**config.mk**
```make
export PLATFORM = sky130hd
export DESIGN_NAME = vending_machine_param
export DESIGN_NICKNAME = d
export VERILOG_FILES = /design/src/rtl/vending_machine_param.sv
export SDC_FILE = /design/constraint.sdc
export NUM_CORES = 1
export LEC_CHECK = 0
export ABC_AREA = 0
export BUFFER_PORTS_ARGS = -buffer_cell sky130_fd_sc_hd__buf_2
export CAP_MARGIN = 5
export CORE_MARGIN = 2
export CORE_UTILIZATION = 45
export CTS_BUF_LIST = sky130_fd_sc_hd__clkbuf_2 sky130_fd_sc_hd__clkbuf_4 sky130_fd_sc_hd__clkbuf_8
export CTS_CLUSTER_DIAMETER = 150
export DETAILED_ROUTE_END_ITERATION = 8
export PLACE_DENSITY = 0.6
export SLEW_MARGIN = 0
export SYNTH_ARGS = -nofsm -noshare
export SYNTH_HDL_FRONTEND = slang
export SYNTH_SLANG_ARGS = --single-unit
```
**constraint.sdc**
```tcl
create_clock -name clk -period 4.25 [get_ports clk]
set_input_delay 0.2125 -clock clk [delete_from_list [all_inputs] [get_ports clk]]
set_output_delay 0.2125 -clock clk [all_outputs]
set_load 0.03 [all_outputs]
```
**src/rtl/vending_machine_param.sv**
```systemverilog
// vending_machine_param
//   Two-coin, two-item vending controller that accumulates credit. A session
//   ends with either one vended item or a cancel. Any credit left at the end
//   of a session is paid back one CHANGE_COIN pulse at a time. Coins that would
//   push credit above MAX_CREDIT are rejected, as are invalid coin codes and
//   coins that arrive while the machine is busy.
//
// Ports
//   clk          rising-edge clock
//   rst_n        synchronous reset, active-low
//   money        00 none, 01 COIN_A, 10 COIN_B, 11 invalid (one-cycle pulse)
//   select       00 none, 01 item A, 10 item B, 11 cancel (one-cycle pulse)
//   item         one-cycle pulse carrying the code of the vended item
//   change       one pulse per CHANGE_COIN returned
//   coin_reject  one-cycle pulse: the coin was not credited
//   deny         one-cycle pulse: selection refused, insufficient credit
//   credit       current credit
//   busy         high while vending or refunding
//
// All outputs are registered. An input sampled at one edge appears on the
// outputs after that edge.
module vending_machine_param #(
  parameter int CREDIT_W    = 8,
  parameter int COIN_A      = 10,
  parameter int COIN_B      = 50,
  parameter int PRICE_A     = 20,
  parameter int PRICE_B     = 50,
  parameter int MAX_CREDIT  = 150,
  parameter int CHANGE_COIN = 10
) (
  input  logic                clk,
  input  logic                rst_n,
  input  logic [1:0]          money,
  input  logic [1:0]          select,
  output logic [1:0]          item,
  output logic                change,
  output logic                coin_reject,
  output logic                deny,
  output logic [CREDIT_W-1:0] credit,
  output logic                busy
);

  // One extra bit so that credit + coin can be compared against the ceiling
  // without wrapping.
  localparam int SUM_W = CREDIT_W + 1;

  // A bad configuration stops elaboration instead of producing a machine
  // that strands fractional change or wraps its credit register.
  if (CHANGE_COIN <= 0 || MAX_CREDIT >= (1 << CREDIT_W) ||
      (COIN_A % CHANGE_COIN) != 0 || (COIN_B % CHANGE_COIN) != 0 ||
      (PRICE_A % CHANGE_COIN) != 0 || (PRICE_B % CHANGE_COIN) != 0 ||
      (MAX_CREDIT % CHANGE_COIN) != 0) begin : g_bad_config
    $error("vending_machine_param: illegal parameter combination");
  end

  typedef enum logic [1:0] {IDLE, CREDIT, VEND, REFUND} state_t;

  state_t              state_reg;
  logic [CREDIT_W-1:0] credit_reg;
  logic [1:0]          item_reg;
  logic                change_reg;
  logic                coin_reject_reg;
  logic                deny_reg;
  logic                busy_reg;

  logic [SUM_W-1:0]    credit_ext;
  logic [SUM_W-1:0]    coin_sum     [2];
  logic                coin_fits    [2];
  logic                can_buy      [2];
  logic [CREDIT_W-1:0] credit_after [2];

  assign credit_ext = {1'b0, credit_reg};

  // Index 0 serves code 01 (coin A / item A) and index 1 serves code 10, so
  // bit 1 of a valid money/select code selects the entry.
  genvar gi;
  for (gi = 0; gi < 2; gi++) begin : g_code
    localparam int COIN_V  = (gi == 0) ? COIN_A : COIN_B;
    localparam int PRICE_V = (gi == 0) ? PRICE_A : PRICE_B;

    assign coin_sum[gi]     = credit_ext + SUM_W'(COIN_V);
    assign coin_fits[gi]    = coin_sum[gi] <= SUM_W'(MAX_CREDIT);
    assign can_buy[gi]      = credit_ext >= SUM_W'(PRICE_V);
    assign credit_after[gi] = credit_reg - CREDIT_W'(PRICE_V);
  end

  always_ff @(posedge clk) begin
    if (!rst_n) begin
      state_reg       <= IDLE;
      credit_reg      <= '0;
      item_reg        <= 2'b00;
      change_reg      <= 1'b0;
      coin_reject_reg <= 1'b0;
      deny_reg        <= 1'b0;
      busy_reg        <= 1'b0;
    end else begin
      item_reg        <= 2'b00;
      change_reg      <= 1'b0;
      coin_reject_reg <= 1'b0;
      deny_reg        <= 1'b0;

      case (state_reg)
        IDLE, CREDIT: begin
          // A coin is credited only on its own; with a simultaneous select
          // it goes back so the selection sees the pre-coin credit.
          if (money != 2'b00) begin
            if (money == 2'b11 || select != 2'b00) begin
              coin_reject_reg <= 1'b1;
            end else if (coin_fits[money[1]]) begin
              credit_reg <= coin_sum[money[1]][CREDIT_W-1:0];
              state_reg  <= CREDIT;
            end else begin
              coin_reject_reg <= 1'b1;
            end
          end

          if (select == 2'b01 || select == 2'b10) begin
            if (can_buy[select[1]]) begin
              state_reg  <= VEND;
              busy_reg   <= 1'b1;
              item_reg   <= select;
              credit_reg <= credit_after[select[1]];
            end else begin
              deny_reg <= 1'b1;
            end
          end else if (select == 2'b11 && credit_reg != '0) begin
            state_reg <= REFUND;
            busy_reg  <= 1'b1;
          end
        end

        VEND: begin
          coin_reject_reg <= (money != 2'b00);
          // One item per session: any remainder is paid back.
          if (credit_reg != '0) begin
            state_reg <= REFUND;
          end else begin
            state_reg <= IDLE;
            busy_reg  <= 1'b0;
          end
        end

        REFUND: begin
          coin_reject_reg <= (money != 2'b00);
          change_reg      <= 1'b1;
          // The last pulse leaves with credit reaching zero. The lower-or-equal
          // test keeps credit from ever going negative.
          if (credit_ext <= SUM_W'(CHANGE_COIN)) begin
            credit_reg <= '0;
            state_reg  <= IDLE;
            busy_reg   <= 1'b0;
          end else begin
            credit_reg <= credit_reg - CREDIT_W'(CHANGE_COIN);
          end
        end
      endcase
    end
  end

  assign item        = item_reg;
  assign change      = change_reg;
  assign coin_reject = coin_reject_reg;
  assign deny        = deny_reg;
  assign credit      = credit_reg;
  assign busy        = busy_reg;

endmodule
```
## Yosys cells after proc, flatten, opt, wreduce, memory -nomap -nowiden

Index checks and enable logic that the tools add are counted.

| storage, ports and cells | value |
|---|---|
| output and inout bits | 14 |
| register bits | 16 |
| input bits | 6 |
| logic and storage cells | 85 |

| operators by class | value |
|---|---|
| equal/unequal tests | 11 |
| muxes and demuxes | 40 |
| reductions and logical operators | 13 |
| $lt $le $gt $ge | 7 |
| bitwise gates (word level) | 2 |
| add/sub/neg operators | 5 |

Operator list:

| operator | number |
|---|---|
| $mux 8 | 12 |
| $le 9x8->1 const B | 2 |
| $mux 1 | 16 |
| $mux 2 | 8 |
| $pmux 8 s2 | 1 |
| $eq 2x2->1 const B | 5 |
| $add 8x4->9 const B | 1 |
| $add 8x6->9 const B | 1 |
| $ge 8x5->1 const B | 1 |
| $ge 8x6->1 const B | 1 |
| $le 8x4->1 const B | 1 |
| $reduce_and 4->1 | 2 |
| $reduce_bool 8->1 | 1 |
| $sub 8x4->8 const B | 1 |
| $sub 8x5->8 const B | 1 |
| $sub 8x6->8 const B | 1 |
| $ne 3x3->1 const B | 2 |
| $pmux 2 s3 | 1 |
| $reduce_bool 2->1 | 3 |
| $eq 2x1->1 const B | 2 |
| $ge 2x2->1 const B | 2 |
| $ne 2x2->1 const B | 2 |
| $not 1->2 | 2 |
| $reduce_or 2->1 | 2 |
| 6 further kinds | 7 |

## Logic depth before layout (Yosys ltp)

| depth | value |
|---|---|
| depth after elaboration | 11 |
| depth in mapped cells | 11 |
| gate-level depth less buffers | 9 |

## Worst setup path after synthesis

Ideal clock, no wire load.

| timing path | value |
|---|---|
| path type | flip-flop to flip-flop |
| from | register credit_reg[2], in the netlist credit[2] |
| to | register credit_reg[1], in the netlist credit[1] |
| setup slack | 1.604 ns |
| data arrival time | 2.529 ns |
| clock period less this slack | 2.646 ns |
| cell stages (with the launch flop) | 11 |
| setup time | 0.118 ns |
| required time | 4.132 ns |
| buffers on the path | 2 |
| cell sequence | dfxtp_1 -> ha_1 -> buf_6 -> or2_4 -> a311oi_2 -> a31oi_1 -> o41ai_4 -> nor2b_2 -> buf_6 -> a2111o_1 -> o2111a_1 |

| on the way | value |
|---|---|
| word-level cells in the longest chain between the ends | 11 |
| elaborated cells between the ends (all ways) | 20 |
| classes of those cells | add/sub: 2; order compare: 5; mux: 13 |

RTL lines:

| element | RTL line | RTL |
|---|---|---|
| from (decl) | 59 | `logic [CREDIT_W-1:0] credit_reg;` |
| from (signal assigned) | 110 | `credit_reg <= coin_sum[money[1]][CREDIT_W-1:0];` |
| from (signal assigned) | 122 | `credit_reg <= credit_after[select[1]];` |
| from (signal assigned) | 153 | `credit_reg <= credit_reg - CREDIT_W'(CHANGE_COIN);` |
| $add 8x6->9 / $add 8x4->9 (equally long branches) | 81 | `assign coin_sum[gi] = credit_ext + SUM_W'(COIN_V);` |
| $le 9x8->1 | 82 | `assign coin_fits[gi] = coin_sum[gi] <= SUM_W'(MAX_CREDIT);` |
| $mux 1 (not written as such) (3 in a row) | 109 | `end else if (coin_fits[money[1]]) begin` |
| $mux 8 | 109 |  |
| $mux 8 | 107 | `if (money == 2'b11 \|\| select != 2'b00) begin` |
| $mux 8 | 106 | `if (money != 2'b00) begin` |
| $mux 8 | 118 | `if (can_buy[select[1]]) begin` |
| $mux 8 | 117 | `if (select == 2'b01 \|\| select == 2'b10) begin` |
| $pmux 8 s2 * | 102 | `case (state_reg)` |

Every way passes the cells marked *; elsewhere a longest branch is shown, timed or not. The select of a mux whose other input is x is not followed.
A chain may end at the register's enable or synchronous reset.

## Final worst setup path

| timing path | value |
|---|---|
| from | register credit_reg[5], in the netlist credit[5] |
| to | register credit_reg[5], in the netlist credit[5] |

The elaborated chain is that of the path after synthesis.

==> reports/results.ini <==
[die]
io_pins = 20
die_area_um2 = 4530
die_h_um = 67.3
core_um2 = 3910
floorplan.initialDensity_pct = 46.1
die_x_um = 67.3
rows = 23

[global_routing]
grt_pass1_wl_um = 8840
grt_max_degree = 26
grt_pass1_vias = 1772
antenna_found_initial = 0
grt_use_total_pct = 25.5
overflow = 0

[synthesis]
synth_fa_ha_area_share_pct = 9.44
async_reset_ff_share_pct = 0
synth_common_cells = nand2_1, a21oi_1, o21ai_0, nor2_1, dfxtp_1
ys_warn_count = 0
synth_top_family_by_area = compound AO/OA/AOI/OAI gates
dominantRegCellSynth = dfxtp_1
synth-compound-area-share_pct = 34.6
yosysTopAreaCell = dfxtp_1
synth_most_common_cell = nand2_1
synthCells = 253
syn-num-nets = 271
avgSynthCellArea_um2 = 7.13
synth_area_um2 = 1800
synth-edff-count = 0
synthXorXnorAreaFrac_pct = 3.89
synth_area_leaders = dfxtp_1, ha_1, a21oi_1
synth.distinct_cells = 63
synth_seq_cells = 15
muxShareOfSynthArea_pct = 1.11
seq_area_frac_synth_pct = 16.7
yosys.area_share.simple_pct = 26.2
synth_top_area_share_pct = 16.7

[sta]
tns_ns = 0
holdWs_ns = 0.242
finalSetupViolCount = 0
rsz0062_at_grt = false
slew_headroom_pct = 39.3
fin_skew_ns = 0.00211
finalCritPeriodShare_pct = 68.7
fin_crit_ns = 2.92
worstMarginPinSlew_ns = 0.909
fmax_mhz = 343
hold_viol_final = 0
final_max_slew_viol_count = 0

[worst_setup_path]
cp-end-kind = flop
cp_top_family = simple AND/OR/NAND/NOR gates
critical_path_arrival_ns = 3.12
cp-startpoint = credit[5]
crit_path_top_delay_cell = dfxtp_1
crit_type = reg -> reg
max_stage_delay_ns = 0.92
path_max_fanout = 25
r2r-end = credit[5]
rr_worst_depth = 7
path_depth = 7
critPathRequiredTime_ns = 4.45
cp_cell_sequence = and2_1 -> and4_1 -> o32ai_2 -> a21o_1 -> or4b_1 -> a41o_1 -> o21ai_1
start_kind = flop
timing.rr.start = credit[5]
critPathBufInv = 0
r2r_setup_slack_ns = 1.33

[placement]
dpl_cell_area_um2 = 1880
port-buffer-count = 18
place_congestion = 0.873
dp_hpwl_um = 3790

[cells_and_area]
diodes = 0
fill_cells = 403
regArea_um2 = 300
syn_to_final_growth_pct = 6.80
drive_gt1_share_pct = 12.0
finalInstanceArea_um2 = 1930
layout.nets = 278
largest_reg_flops = 7
multi_input_area_um2 = 1360

[hold_path]
hold_path_end = item[0]
hold_path_class = in -> reg
holdPathStages = 3
min-delay-start = select[0]

[detailed_routing]
antenna_left = 0
drtIter0Drc = 178
routed_wl_um = 5350
vias_per_cell = 6.10
routedWlPerCell_um = 17.3
dr.pass1.iters = 4
drc_errors = 0
vias = 1886

[power_and_ir_drop]
power_leakage_uw = 0.000792
powerDensity_nw_per_um2 = 596
peakVddDrop_mv = 0.347
total_power_uw = 1150

[job]
max_cap_violations = 0

[clock_network]
cts_sinks = 15
h-tree-depth = 1
cts_resized = 0
postCtsSetupBuffers = 0
numCtsBuffers = 3
insertion_delay_ns = 0.26
clock-root-buffer = clkbuf_8
clk_pin_slew_ns = 0.07
cts_tree = yes
cts_max_path_buffers = 2
postCtsHoldBufs = 0

[run_status]
status = finished, final reports clean

## layer usage
| layer | part of all wire, % | GRT usage [%] | wire length (um) | vias to the layer above |
|---|---|---|---|---|
| li1 | - | - | - | 935 |
| met1 | 44 | 34.4 | 2380 | 872 |
| met2 | 48 | 42.6 | 2560 | 71 |
| met3 | 6.5 | 3.50 | 347 | 8 |
| met4 | 1.3 | 6.63 | 72 | 0 |
| met5 | 0 | 0 | 0 | - |
## worst register-to-register path: stages, from the launching register on
cell,delay [ns]
dfxtp_1,0.92
and2_1,0.34
and4_1,0.23
o32ai_2,0.12
a21o_1,0.39
or4b_1,0.56
a41o_1,0.25
o21ai_1,0.06
## report_power, final
| group | leakage (uW) | internal [uW] | switching, uW |
|---|---|---|---|
| clock | 0.0000255 | 65.2 | 61.2 |
| sequential | 0.000123 | 179 | 117 |
| combinational | 0.000644 | 265 | 461 |
| total | 0.000792 | 509 | 639 |
## how the worst max path moves through the flow
stage                           end  slack, ns
final                     credit[5]       1.33
after global routing      credit[5]       1.10
after CTS                 credit[5]       1.36
after detailed placement  credit[5]       1.40
after global placement    credit[5]       1.36
after floorplan           credit[1]       1.60
## kinds of logic after synthesis
group / after synthesis
AND/OR/NAND/NOR: 91
AO/OA/AOI/OAI: 90
buffers and inverters: 32
flip-flops: 15
adder cells (fa/ha/maj): 14
XOR/XNOR: 8
multiplexers: 2
other: 1
## stage by stage
stage          cells  worst slack (ns)  util, %
3_3_place_gp     305              1.36     48.0
5_1_grt          309              1.10     49.2
4_1_cts          309              1.36     49.2
6_report         309              1.33     49.2
2_1_floorplan    253              1.60        -
3_5_place_dp     305              1.40     48.0
## placed cells by master, fill, tap and decap left out, types with 7 or more instances in the layout
cell,instances
dfxtp_1,15
nand2_1,25
xnor2_1,7
inv_1,13
o21ai_0,23
ha_1,12
buf_2,18
a21oi_1,23
nor2_1,17
nand3_1,8
## cell type report
cell class              instances  area share [%]
clock inverters                 1           0.260
clock buffers                   3            2.14
well taps                      50            3.25
inverters                      14            2.73
repair buffers                 20            5.46
multi-input cells             206            70.6
flip-flops and latches         15            15.6
(Power assumes the default switching activity.)
